==> src/rtl/sram_req_arbiter.sv <==
// sram_req_arbiter
// Round-robin arbiter for four SRAM clients (sym, bus, node, mc) in front of
// sram_control. A winner owns the SRAM for a fixed window of ACCESS_CYCLES
// cycles. One empty turnaround cycle follows, which carries the done pulse
// and any captured read data.
//
// Handshake: a client raises its req and keeps it high until it sees its
// grant bit. Requests are sampled only while the arbiter is idle. Once a
// grant has been issued it runs for the full window even if the req drops.
// The done pulse in the turnaround cycle is the client's completion strobe.
module sram_req_arbiter #(
    parameter int ACCESS_CYCLES = 2
) (
    input  logic       clk,
    input  logic       rst,
    input  logic       sym_req,
    input  logic       bus_req,
    input  logic       node_req,
    input  logic       mc_req,
    input  logic       sram_read,
    input  logic [7:0] read_data,
    output logic [2:0] state,
    output logic [3:0] grant,
    output logic [3:0] done,
    output logic [7:0] rdata,
    output logic       rdata_valid
);

    typedef enum logic [1:0] {
        IDLE   = 2'd0,
        ACCESS = 2'd1,
        TURN   = 2'd2
    } fsm_t;

    // The counter reload value is the window length minus one. The last
    // grant cycle is the one in which the counter reads zero.
    localparam logic [3:0] CNT_LOAD = 4'(ACCESS_CYCLES - 1);

    // Client index encoding: 0 sym, 1 bus, 2 node, 3 mc.
    localparam logic [1:0] CLIENT_MC = 2'd3;

    fsm_t       fsm_q, fsm_d;
    logic [1:0] owner_q, owner_d;
    logic [1:0] last_q, last_d;
    logic [3:0] cnt_q, cnt_d;
    logic [2:0] state_q, state_d;
    logic [3:0] grant_q, grant_d;
    logic [3:0] done_q, done_d;
    logic [7:0] rdata_q, rdata_d;
    logic       rdata_valid_q, rdata_valid_d;

    logic [3:0] req_vec;
    logic [1:0] cand;
    logic [1:0] win_idx;
    logic       win_found;

    function automatic logic [3:0] onehot(input logic [1:0] idx);
        onehot = 4'b0001 << idx;
    endfunction

    function automatic logic [2:0] client_code(input logic [1:0] idx);
        client_code = {1'b0, idx} + 3'd1;
    endfunction

    // Round-robin search. It starts at the client after the last one served
    // and wraps sym -> bus -> node -> mc -> sym.
    always_comb begin
        req_vec   = {mc_req, node_req, bus_req, sym_req};
        win_found = 1'b0;
        win_idx   = last_q;
        cand      = last_q;
        for (int i = 1; i <= 4; i++) begin
            cand = last_q + 2'(i);
            if (!win_found && req_vec[cand]) begin
                win_found = 1'b1;
                win_idx   = cand;
            end
        end
    end

    // Next-state logic and registered-output values for the IDLE/ACCESS/TURN cycle.
    always_comb begin
        fsm_d         = fsm_q;
        owner_d       = owner_q;
        last_d        = last_q;
        cnt_d         = cnt_q;
        state_d       = 3'b000;
        grant_d       = 4'b0000;
        done_d        = 4'b0000;
        rdata_d       = rdata_q;
        rdata_valid_d = 1'b0;

        case (fsm_q)
            IDLE: begin
                if (win_found) begin
                    fsm_d   = ACCESS;
                    owner_d = win_idx;
                    last_d  = win_idx;
                    cnt_d   = CNT_LOAD;
                    state_d = client_code(win_idx);
                    grant_d = onehot(win_idx);
                end
            end
            ACCESS: begin
                if (cnt_q == 4'd0) begin
                    // This is the final grant cycle. Release the SRAM, flag
                    // completion, and take read data if this was a read.
                    fsm_d  = TURN;
                    done_d = onehot(owner_q);
                    if (sram_read) begin
                        rdata_d       = read_data;
                        rdata_valid_d = 1'b1;
                    end
                end else begin
                    cnt_d   = cnt_q - 4'd1;
                    state_d = client_code(owner_q);
                    grant_d = onehot(owner_q);
                end
            end
            TURN: begin
                fsm_d = IDLE;
            end
            default: begin
                fsm_d = IDLE;
            end
        endcase
    end

    // State and output registers. Reset clears them at once, even in the
    // middle of an access.
    always_ff @(posedge clk or posedge rst) begin
        if (rst) begin
            fsm_q         <= IDLE;
            owner_q       <= 2'd0;
            last_q        <= CLIENT_MC;
            cnt_q         <= 4'd0;
            state_q       <= 3'b000;
            grant_q       <= 4'b0000;
            done_q        <= 4'b0000;
            rdata_q       <= 8'h00;
            rdata_valid_q <= 1'b0;
        end else begin
            fsm_q         <= fsm_d;
            owner_q       <= owner_d;
            last_q        <= last_d;
            cnt_q         <= cnt_d;
            state_q       <= state_d;
            grant_q       <= grant_d;
            done_q        <= done_d;
            rdata_q       <= rdata_d;
            rdata_valid_q <= rdata_valid_d;
        end
    end

    assign state       = state_q;
    assign grant       = grant_q;
    assign done        = done_q;
    assign rdata       = rdata_q;
    assign rdata_valid = rdata_valid_q;

endmodule

==> config.mk <==
export PLATFORM = sky130hd
export DESIGN_NAME = sram_req_arbiter
export DESIGN_NICKNAME = d
export VERILOG_FILES = /design/src/rtl/sram_req_arbiter.sv
export SDC_FILE = /design/constraint.sdc
export NUM_CORES = 1
export LEC_CHECK = 0
export BUFFER_PORTS_ARGS = -buffer_cell sky130_fd_sc_hd__buf_4
export CAP_MARGIN = 10
export CORE_MARGIN = 10
export CORE_UTILIZATION = 45
export DETAILED_ROUTE_END_ITERATION = 8
export GPL_ROUTABILITY_DRIVEN = 1
export PLACE_DENSITY = 0.77
export RECOVER_POWER = 50
export SKIP_LAST_GASP = 1
export SLEW_MARGIN = 20
export SYNTH_ARGS = -nofsm -noshare
export SYNTH_HDL_FRONTEND = slang
export SYNTH_SLANG_ARGS = --single-unit
==> constraint.sdc <==
create_clock -name clk -period 1.7 [get_ports clk]
set_clock_uncertainty 0.15 [all_clocks]
set_input_delay 0.34 -clock clk [delete_from_list [all_inputs] [get_ports clk]]
set_output_delay 0.34 -clock clk [all_outputs]
set_load 0.005 [all_outputs]
==> impl_metrics.yaml <==
global_routing:
  antenna_found_initial: 0
  grt_overflow: 0
  grt_pass1_vias: 1054
  grt_start_max_net_pins: 30
  grt_pass1_wl_mm: 4.97
  grt_usage: 0.104
timing:
  fmax_ghz: 0.573
  setup_slack_ps: -44.5
  fin_tns_setup_ps: -253
  period_needed_ps: 1740
  setup_viol_count_final: 8
  finalCritPeriodShare: 1.03
  relSlewSlack: 0.538
  tightest_slew_ps: 693
  rsz0062_at_grt: "yes"
  slew_viol_final: 0
  report.final.hold_viol_count: 0
drt:
  drc: 0
  top_layer: "met4"
  vias_per_cell: 4.77
  wl_met2_mm: 1.42
  dr_wl_met3_microns: 184
  vias: 997
  drt_iter0_markers: 35
  wl_per_cell_microns: 14.7
  drtPass1Iterations: 4
  ant_nets: 0
  routed_wl_mm: 3.08
  wl_met1_mm: 1.44
place:
  dp.cells: 196
  dp_hpwl_mm: 2.19
  gp_congestion: 0.763
  port_buffers: 34
run_status:
  status: "complete, but fails checks"
  violations: "setup timing"
worst_setup_path:
  crit_fanout: 4
  critPathRequiredTime_ps: 1780
  cp.arrival_ps: 1820
  r2r_cells: 6
  r2r_setup_slack_ps: -40
  path_class: "register to register"
  r2r-start: "cnt_q[0]$_DFFE_PP0P_"
  r2r-end: "rdata[0]$_DFFE_PP0P_"
  start_kind: "register"
  end_kind: "register"
layout:
  nNetsFinal: 189
  area_delta_synth_final_pct: 41.9
  instances_no_fill: 209
  n_antenna_cell: 0
  post_route_cells_drive_above_1_share: 0.600
  layout_common_cells: "buf_4, dfrtp_1, clkbuf_4"
  layout_commonest_cell: "buf_4"
yosys:
  synth_cell_types: 32
  synthTopCellsByArea: "dfrtp_1, ha_1, mux2_4, dfstp_2, mux2_2"
  synth_fp_nets: 135
  netlist_instances: 110
  yosys.area.top_type: "dfrtp_1"
  ys_seq_area_frac: 0.508
  synth.cell_area_sq_mm: 0.00143
  yosysTopAreaCellShare: 0.472
  ys_ff_latch: 29
  syn_area_per_cell_sq_um: 13.0
  synth_warnings: 0
floorplan:
  die_h_microns: 76.4
  boundaryPins: 35
  core-area_sq_mm: 0.00305
  rows: 20
  start_util: 0.469
  die_area_sq_mm: 0.00584
  die_x_microns: 76.4
clock_tree:
  cts_tree: "built"
  numClockSinks: 29
  htreeDepth: 2
  clock-root-buffer: "clkbuf_4"
  cts_buffer_depth: 2
  clock_latency_ps: 340
  cts_buffers: 5
  clkTransAtPathRegs_ps: 100
power_and_ir_drop:
  max-vdd-ir-drop_v: 0.000953
  power.density_mw_per_mm2: 1770
  p_leak_uw: 0.000996
job:
  drv_cap: 0
worst_hold_path:
  min_to: "rdata[7]$_DFFE_PP0P_"
  hold_depth: 2
  hold_path_startpoint: "read_data[7]"
  hp-class: "input port to register"
## metrics by stage
step / cell area [sq um] / utilization / total power, uW / setup WS (ps) / hold WS [ps]
5_1_grt: 2030 / 0.666 / 3890 / -104 / 69.7
3_3_place_gp: 1810 / 0.593 / 2830 / 7.35 / 281
6_report: 2030 / 0.666 / 3610 / -44.5 / 85.1
2_1_floorplan: 1430 / - / 2210 / -78.5 / 267
4_1_cts: 1910 / 0.626 / 3410 / -50.8 / 75.4
3_5_place_dp: 1810 / 0.593 / 2890 / -41.5 / 287
## layer usage
metal,GRT usage,vias up
met5,0,-
met4,0.0390,0
met3,0.0460,4
met2,0.157,34
met1,0.126,473
li1,-,486
## registers in the layout, indices dropped and copies added, names as in the netlist
name,cells
state,2
owner_q,2
grant,4
rdata_valid,1
rdata,8
last_q,2
done,4
fsm_q,2
cnt_q,4
## final cells by class
class,instances,area (sq um)
fillers,239,1020
inverters,7,26.3
clock inverters,1,5.00
repair buffers,50,409
well taps,44,55.1
clock buffers,7,65.1
multi-input cells,71,744
flip-flops and latches,29,728
## logic make-up after synthesis
| logic type | Yosys count | synth area share |
|---|---|---|
| compound gates | 14 | 0.0690 |
| xor+xnor | 2 | 0.0122 |
| fa+ha+maj | 10 | 0.0873 |
| buf+inv | 10 | 0.0367 |
| flops | 29 | 0.508 |
| mux | 14 | 0.129 |
| simple gates | 31 | 0.157 |
## what timing repair did
item | CTS | global route
endpoints found under the setup margin | 12 | 18
setup buffers | 1 | 2
resized for setup | 3 | 24
hold endpoints to repair | 27 | 0
hold buffers | 1 | 0
pin swaps | 4 | 7
cloned | 0 | 1
## worst max path at each step
stage                          from                    to  slack, ps  cells after the start
6_report       cnt_q[0]$_DFFE_PP0P_  rdata[0]$_DFFE_PP0P_        -40                      6
5_1_grt        cnt_q[1]$_DFFE_PP0P_  rdata[0]$_DFFE_PP0P_       -100                      6
4_1_cts        cnt_q[0]$_DFFE_PP0P_  rdata[6]$_DFFE_PP0P_        -50                      6
3_5_place_dp   cnt_q[0]$_DFFE_PP0P_  rdata[1]$_DFFE_PP0P_        -40                      6
3_3_place_gp   cnt_q[0]$_DFFE_PP0P_  rdata[4]$_DFFE_PP0P_          7                      6
2_1_floorplan  cnt_q[0]$_DFFE_PP0P_  rdata[0]$_DFFE_PP0P_        -80                      6
## power by group
group          internal (uW)  total, uW  switching, uW
Clock                    239        483            244
Combinational           1110       1900            791
Sequential               995       1220            223
Total                   2350       3610           1260
## synth_stat cells (all sizes together)
| master | count |
|---|---|
| nor2 | 7 |
| xor2 | 1 |
| o2bb2ai | 2 |
| o21ai | 5 |
| dfstp | 2 |
| buf | 3 |
| dfrtp | 27 |
| nor3 | 3 |
| nand3 | 2 |
| nor3b | 1 |
| ha | 10 |
| nor4 | 1 |
| xnor2 | 1 |
| mux2i | 2 |
| or3b | 1 |
| a22o | 5 |
| and3 | 5 |
| mux2 | 12 |
| or3 | 1 |
| a21o | 1 |
| nor2b | 3 |
| nand2b | 4 |
| nand2 | 3 |
| inv | 7 |
| a21oi | 1 |
## critical path, stage by stage (launching register included)
cell and delay [ps]:
dfrtp_1 400, inv_2 80, ha_4 130, nor3b_4 190, and3_4 240, clkbuf_16 140
mux2_4 290
(Power assumes the default switching activity.)
